--- src/rtl/redmule_engine_sequencer.sv ---
// Control FSM that walks the RedMulE engine through one output tile:
// job accept -> X load -> H weight beats per K-chunk -> pipeline drain,
// repeated per chunk, then the finished tile is offered on z_valid/z_ready.
//
// Handshakes: a transfer happens on a cycle where both valid and ready are
// high at the rising edge; valid never depends on ready. clear_i wins over
// any transfer in the same cycle, so x_ready_o/w_ready_o drop while it is
// asserted and the producer never sees a beat accepted that is then lost.
module redmule_engine_sequencer #(
    parameter int unsigned Height      = 4,
    parameter int unsigned Width       = 8,
    parameter int unsigned NumPipeRegs = 3,
    parameter int unsigned DrainCycles = Height * (NumPipeRegs + 1),
    parameter int unsigned KW          = 16
) (
    input  logic                         clk_i,
    input  logic                         rst_ni,
    input  logic                         start_i,
    output logic                         start_ready_o,
    input  logic [$clog2(Width+1)-1:0]   cfg_rows_i,
    input  logic [KW-1:0]                cfg_k_chunks_i,
    input  logic                         clear_i,
    input  logic                         x_valid_i,
    output logic                         x_ready_o,
    input  logic                         w_valid_i,
    output logic                         w_ready_o,
    output logic                         in_valid_o,
    output logic                         reg_enable_o,
    output logic                         flush_o,
    output logic                         accumulate_o,
    output logic [Width-1:0]             row_clk_gate_en_o,
    output logic                         z_valid_o,
    input  logic                         z_ready_i,
    output logic                         done_o,
    output logic                         err_o,
    output logic                         busy_o
);

    localparam int unsigned RW = $clog2(Width + 1);
    localparam int unsigned BW = (Height > 1) ? $clog2(Height) : 1;
    localparam int unsigned DW = (DrainCycles > 1) ? $clog2(DrainCycles) : 1;

    localparam logic [2:0] S_IDLE   = 3'd0;
    localparam logic [2:0] S_LOAD_X = 3'd1;
    localparam logic [2:0] S_STREAM = 3'd2;
    localparam logic [2:0] S_DRAIN  = 3'd3;
    localparam logic [2:0] S_OUT    = 3'd4;

    logic [2:0]       state_q, state_d;
    logic [KW-1:0]    k_q, k_d;
    logic [KW-1:0]    chunk_q, chunk_d;
    logic [BW-1:0]    beat_q, beat_d;
    logic [DW-1:0]    drain_q, drain_d;
    logic             acc_q, acc_d;
    logic [Width-1:0] gate_q, gate_d;
    logic             z_valid_q, z_valid_d;
    logic             done_q, done_d;
    logic             err_q, err_d;

    logic             cfg_ok;
    logic             abort;
    logic [Width-1:0] row_mask;

    // A job is legal only with 1..Width rows and at least one K-chunk.
    assign cfg_ok = (cfg_rows_i != '0) && (cfg_rows_i <= RW'(Width)) &&
                    (cfg_k_chunks_i != '0);

    // clear_i only acts outside IDLE.
    assign abort = clear_i && (state_q != S_IDLE);

    // Thermometer mask of the requested rows; latched into the gate register.
    always_comb begin
        row_mask = '0;
        for (int i = 0; i < int'(Width); i++) begin
            row_mask[i] = (i < int'(cfg_rows_i));
        end
    end

    // Next-state and counter logic; abort overrides every state action.
    always_comb begin
        state_d   = state_q;
        k_d       = k_q;
        chunk_d   = chunk_q;
        beat_d    = beat_q;
        drain_d   = drain_q;
        acc_d     = acc_q;
        gate_d    = gate_q;
        z_valid_d = z_valid_q;
        done_d    = 1'b0;
        err_d     = 1'b0;

        if (abort) begin
            state_d   = S_IDLE;
            k_d       = '0;
            chunk_d   = '0;
            beat_d    = '0;
            drain_d   = '0;
            acc_d     = 1'b0;
            gate_d    = '0;
            z_valid_d = 1'b0;
        end else begin
            case (state_q)
                S_IDLE: begin
                    if (start_i) begin
                        if (cfg_ok) begin
                            k_d     = cfg_k_chunks_i;
                            chunk_d = '0;
                            acc_d   = 1'b0;
                            gate_d  = row_mask;
                            state_d = S_LOAD_X;
                        end else begin
                            err_d = 1'b1;
                        end
                    end
                end
                S_LOAD_X: begin
                    if (x_valid_i) begin
                        beat_d  = '0;
                        state_d = S_STREAM;
                    end
                end
                S_STREAM: begin
                    // Gaps in w_valid_i simply hold the beat counter.
                    if (w_valid_i) begin
                        if (beat_q == BW'(Height - 1)) begin
                            beat_d  = '0;
                            drain_d = DW'(DrainCycles - 1);
                            state_d = S_DRAIN;
                        end else begin
                            beat_d = beat_q + BW'(1);
                        end
                    end
                end
                S_DRAIN: begin
                    if (drain_q == '0) begin
                        // Compare against k-1 so k = 2^KW-1 never wraps.
                        if (chunk_q == (k_q - KW'(1))) begin
                            z_valid_d = 1'b1;
                            state_d   = S_OUT;
                        end else begin
                            chunk_d = chunk_q + KW'(1);
                            acc_d   = 1'b1;
                            state_d = S_LOAD_X;
                        end
                    end else begin
                        drain_d = drain_q - DW'(1);
                    end
                end
                S_OUT: begin
                    if (z_ready_i) begin
                        z_valid_d = 1'b0;
                        done_d    = 1'b1;
                        acc_d     = 1'b0;
                        gate_d    = '0;
                        chunk_d   = '0;
                        k_d       = '0;
                        state_d   = S_IDLE;
                    end
                end
                default: begin
                    state_d = S_IDLE;
                end
            endcase
        end
    end

    // State and counter registers with asynchronous active-low reset.
    always_ff @(posedge clk_i or negedge rst_ni) begin
        if (!rst_ni) begin
            state_q   <= S_IDLE;
            k_q       <= '0;
            chunk_q   <= '0;
            beat_q    <= '0;
            drain_q   <= '0;
            acc_q     <= 1'b0;
            gate_q    <= '0;
            z_valid_q <= 1'b0;
            done_q    <= 1'b0;
            err_q     <= 1'b0;
        end else begin
            state_q   <= state_d;
            k_q       <= k_d;
            chunk_q   <= chunk_d;
            beat_q    <= beat_d;
            drain_q   <= drain_d;
            acc_q     <= acc_d;
            gate_q    <= gate_d;
            z_valid_q <= z_valid_d;
            done_q    <= done_d;
            err_q     <= err_d;
        end
    end

    // Engine and handshake controls decoded from the current state.
    assign start_ready_o     = (state_q == S_IDLE);
    assign busy_o            = (state_q != S_IDLE);
    assign x_ready_o         = (state_q == S_LOAD_X) && !clear_i;
    assign w_ready_o         = (state_q == S_STREAM) && !clear_i;
    assign in_valid_o        = w_valid_i && w_ready_o;
    assign reg_enable_o      = (state_q == S_STREAM) || (state_q == S_DRAIN);
    assign flush_o           = abort;
    assign accumulate_o      = acc_q;
    assign row_clk_gate_en_o = gate_q;
    assign z_valid_o         = z_valid_q;
    assign done_o            = done_q;
    assign err_o             = err_q;

endmodule
--- config.mk ---
export PLATFORM = sky130hd
export DESIGN_NAME = redmule_engine_sequencer
export DESIGN_NICKNAME = d
export VERILOG_FILES = /design/src/rtl/redmule_engine_sequencer.sv
export SDC_FILE = /design/constraint.sdc
export NUM_CORES = 1
export LEC_CHECK = 0
export CAP_MARGIN = 0
export CELL_PAD_IN_SITES_DETAIL_PLACEMENT = 1
export CELL_PAD_IN_SITES_GLOBAL_PLACEMENT = 1
export CORE_ASPECT_RATIO = 1.75
export CORE_MARGIN = 2
export CORE_UTILIZATION = 44
export CTS_CLUSTER_SIZE = 25
export DETAILED_ROUTE_END_ITERATION = 10
export PLACE_DENSITY_LB_ADDON = 0.1
export SYNTH_ARGS = -nofsm -noshare
export SYNTH_HDL_FRONTEND = slang
export SYNTH_SLANG_ARGS = --single-unit
--- constraint.sdc ---
create_clock -name clk_i -period 9.9 [get_ports clk_i]
set_input_delay 2.97 -clock clk_i [delete_from_list [all_inputs] [get_ports clk_i]]
set_output_delay 2.97 -clock clk_i [all_outputs]
set_load 0.05 [all_outputs]
# Yosys cells after proc, flatten, opt, wreduce, memory -nomap -nowiden
# Index checks and enable logic that the tools add are counted.
# W data, S select, Z words.
# classes
n_mux	54
n_lt_le_gt_ge	9
n_addsub	4
n_reduce_logical	24
eq_ne	16
# ops
op	count
$mux W16	9
$pmux W16 S3	1
$mux W8	4
$pmux W16 S2	1
$mux W3	9
$ne A3 B3 Y1 const B	8
$add A16 B1 Y16 const B	1
$eq A16 B16 Y1	1
$lt A3 B4 Y1 const A	4
$mux W1	16
$mux W4	4
$pmux W8 S2	1
$reduce_bool A16 Y1	1
$sub A16 B1 Y16 const B	1
$pmux W3 S5	1
$reduce_bool A3 Y1	5
$reduce_and A4 Y1	3
$lt A1 B4 Y1 const A	2
$lt A2 B4 Y1 const A	2
$mux W2	4
$pmux W4 S2	1
$reduce_bool A4 Y1	2
$reduce_and A7 Y1	1
$eq A3 B2 Y1 const B	2
other kinds (18)	23
# totals
word_cells	117
output_inout_bits	19
input_bits	27
reg_bits	53

# Logic depth before layout (Yosys ltp)
# logic_depth
word_depth	7
mapped_depth	14
mapped_depth_nobuf	10

# Worst setup path before layout
# Ideal clock, no wire load.
# synth_path
kind	input-to-output
start	input clear_i
end	output in_valid_o
setup_slack_ns	2.119
stages	2
required_ns	6.930
arrival_time_ns	4.811
n_path_buf	0
cell_sequence	nor3b_1 -> and2_1
# synth_via
elab_chain_cells	3
# synth_rtl
element	line_no	text
from (decl)	22	input logic clear_i,
$logic_not A1 Y1	198	assign w_ready_o = (state_q == S_STREAM) && !clear_i;
$logic_and A1 B1 Y1	198	
$logic_and A1 B1 Y1	199	assign in_valid_o = w_valid_i && w_ready_o;
to (decl)	27	output logic in_valid_o,
# Every way passes these cells.

# Final worst setup path
# Ends and elaborated chain as after synthesis.

==> flow_metrics.env <==
export IMPL_slew_viol_final=0
export IMPL_final_cell_mix="70 x nand2_1, 53 x dfrtp_1, 44 x clkdlybuf4s50_1"
export IMPL_p_int_w=0.0005978
export IMPL_multi_input_area_sq_um=1764
export IMPL_drt_iter0_drc=137
export IMPL_ys_flop_type="dfrtp_1"
export IMPL_cts_setup_buffers=0
export IMPL_via_count=2909
export IMPL_min_path_type="reg2reg"
export IMPL_initial_core_util_pct=45.51
export IMPL_cpPeakStageDelay_ns=0.81
export IMPL_syn_num_nets=414
export IMPL_cp_cell_sequence="clkdlybuf4s50_1 > nor3b_1 > and2_1 > clkdlybuf4s50_1"
export IMPL_p_leak_nw=1.575
export IMPL_grt_pass1_wl_mm=15.28
export IMPL_clockBufferDepth=2
export IMPL_arrival_ns=5.11
export IMPL_setup_tns_ns=0
export IMPL_slew_headroom_pct=49.69
export IMPL_dp_cells=489
export IMPL_n_fill_cell=877
export IMPL_layout_cells_non_filler=497
export IMPL_numCtsBuffers=5
export IMPL_drt_first_pass_iters=4
export IMPL_path_class="in2out"
export IMPL_endpoint_kind="primary output"
export IMPL_synth_seq_cells=53
export IMPL_cts_hold_buf=0
export IMPL_yosysTopAreaCellShare_pct=40.58
export IMPL_cp_common_cell="clkdlybuf4s50_1"
export IMPL_yosysTopAreaCell="dfrtp_1"
export IMPL_path_buf_inv=2
export IMPL_cp_start_kind="input port"
export IMPL_clock_sinks=53
export IMPL_core_area_sq_um=7182
export IMPL_drc_errors=0
export IMPL_final_common_cell="nand2_1"
export IMPL_via_per_inst=5.853
export IMPL_finalSetupViolCount=0
export IMPL_fmax_mhz=123.7
export IMPL_p_per_area_nw_per_um2=280.6
export IMPL_worst_pin_slew_ns=0.7546
export IMPL_cts_repair_resized=0
export IMPL_status="complete, no violations"
export IMPL_cts_clk_slew_worst_paths_ns=0.07
export IMPL_root_buffer="clkbuf_16"
export IMPL_synth_edf_count=0
export IMPL_fp_dieArea_sq_um=8160
export IMPL_avgSynthCellArea_sq_um=8.533
export IMPL_synthTopCellsByArea="dfrtp_1 41%, nand2_1 8.0%, o21ai_0 5.1%, xnor2_1 4.3%, xor2_1 2.7%"
export IMPL_fin_worst_skew_ns=0.004406
export IMPL_hold_viol=0
export IMPL_wl_mm=8.737
export IMPL_required_ns=6.93
export IMPL_antenna_cells=0
export IMPL_drv_cap=0
export IMPL_synthCells=383
export IMPL_ys_warn_count=0
export IMPL_share_comb_of_total_power_pct=49.6
export IMPL_grt_pass1_vias=3172
export IMPL_htree_levels=2
export IMPL_period_share_pct=81.67
export IMPL_register_area_sq_um=1326
export IMPL_place_congestion=0.8263
export IMPL_fin_crit_ns=8.085
export IMPL_syn_area_sq_um=3268
export IMPL_gr_total_overflow=0
export IMPL_die_w_microns=69.15
export IMPL_postRouteAntennaNets=0
export IMPL_wl_per_cell_microns=17.58
export IMPL_ys_seq_area_share_pct=40.58
export IMPL_power_switching_w=0.0004939
export IMPL_dpl_hpwl_mm=6.410
export IMPL_layout_drive_gt1_share_pct=5.353
export IMPL_grt_antenna_before_repair=0
export IMPL_crit_fanout=16
export IMPL_grt_max_degree=54
export IMPL_max_vdd_ir_drop_v=0.0001307
export IMPL_critPathSlowestCell="clkdlybuf4s50_1"
export IMPL_io_buffers=45
export IMPL_rows=41
export IMPL_clkPwrFrac_pct=19.2
export IMPL_areaGrowthSynthToFinish_pct=19.07
export IMPL_die_y_microns=118.0
export IMPL_nets=441
export IMPL_insertion_delay_ns=0.30
export IMPL_seqPwrFrac_pct=31.2
export IMPL_globalRouteTotalUtil_pct=22.77
export IMPL_ioPinCount=46
export IMPL_rsz0062_at_grt="false"
export IMPL_cts_tree="yes"
export IMPL_synth_cell_type_count=59
export IMPL_synthArstFlopShare_pct=100.0
export IMPL_p_sw_share_pct=45.24
export IMPL_path_delay_family="buffers and inverters"
state kept, by name, indices dropped and copies added, names as in the netlist:
register	flops
done_o	1
accumulate_o	1
drain_q	4
row_clk_gate_en_o	8
z_valid_o	1
beat_q	2
err_o	1
state_q	3
k_q	16
chunk_q	16
final timing paths:
kind                                      startpoint                   end  slack [ns]  cells after the start
max in group asynchronous                     rst_ni            chunk_q[6]        6.63                      2
worst min-delay path            row_clk_gate_en_o[6]  row_clk_gate_en_o[6]        0.48                      2
min in group asynchronous                     rst_ni                k_q[3]        2.80                      2
worst max register to register                k_q[0]           chunk_q[11]        6.09                     10
worst min register to register  row_clk_gate_en_o[6]  row_clk_gate_en_o[6]        0.48                      2
worst max-delay path                         clear_i            in_valid_o        1.82                      4
worst reg2reg max path: stages, from the launching register on:
cell and delay (ns):
dfrtp_1 0.49, inv_1 0.10, ha_1 0.38, nor3b_4 0.36, nand2_1 0.15, xor2_1 0.19, a2111o_1 0.45, or4_4 0.45
or3_1 0.61, nand2_2 0.37, o211ai_1 0.15
cells in the mapped netlist (4+ instances only):
| cell type | instances |
|---|---|
| a211oi_1 | 7 |
| a21oi_1 | 7 |
| a31oi_1 | 7 |
| and2_1 | 4 |
| and3_1 | 8 |
| clkbuf_1 | 18 |
| dfrtp_1 | 53 |
| ha_1 | 4 |
| inv_1 | 13 |
| mux2i_1 | 4 |
| nand2_1 | 70 |
| nand3_1 | 14 |
| nand4_1 | 6 |
| nand4b_1 | 4 |
| nor2_1 | 20 |
| nor3_1 | 6 |
| nor4_1 | 10 |
| o21ai_0 | 33 |
| o31ai_1 | 6 |
| xnor2_1 | 16 |
| xor2_1 | 10 |
area by class of cell:
class	instances	area share, %
repair buffers	48	12.03
multi-input cells	289	45.34
well taps	86	2.765
clock buffers	6	3.569
flip-flops and latches	53	34.08
inverters	13	1.254
clock inverters	2	0.9646
stage by stage:
| stage | utilization [%] | hold slack, ns | instance area (sq um) | power (W) | setup slack [ns] |
|---|---|---|---|---|---|
| 2_1_floorplan | - | 0.4478 | 3268 | 0.0007379 | 2.119 |
| 3_3_place_gp | 51.72 | 0.4610 | 3715 | 0.0008699 | 1.859 |
| 3_5_place_dp | 51.72 | 0.4661 | 3715 | 0.0008894 | 1.791 |
| 4_1_cts | 54.18 | 0.4821 | 3891 | 0.001102 | 1.801 |
| 5_1_grt | 54.18 | 0.5070 | 3891 | 0.001169 | 1.683 |
| 6_report | 54.18 | 0.4776 | 3891 | 0.001092 | 1.815 |
power by group through the flow:
stage	logic, W	registers (W)	clock network, W
2_1_floorplan	0.000368	0.000370	0
3_3_place_gp	0.000528	0.000342	0
3_5_place_dp	0.000544	0.000345	0
4_1_cts	0.000547	0.000342	0.000214
5_1_grt	0.000597	0.000351	0.000222
6_report	0.000542	0.000341	0.000209
logic make-up after synthesis:
family	after synthesis	share of synthesized area [%]
multiplexers	4	1.225
flip-flops	53	40.58
adder cells (fa/ha/maj)	4	1.531
AO/OA/AOI/OAI	95	19.33
buffers and inverters	41	5.628
AND/OR/NAND/NOR	160	24.73
XOR/XNOR	26	6.968
routing by layer:
| layer | share of wire [%] | global-route usage (%) | vias up |
|---|---|---|---|
| li1 | - | - | 1418 |
| met1 | 39 | 24.33 | 1444 |
| met2 | 57 | 43.87 | 34 |
| met3 | 1.7 | 2.740 | 13 |
| met4 | 2.3 | 9.191 | 0 |
| met5 | 0 | 0 | - |
Power figures use the tool's default switching activity.
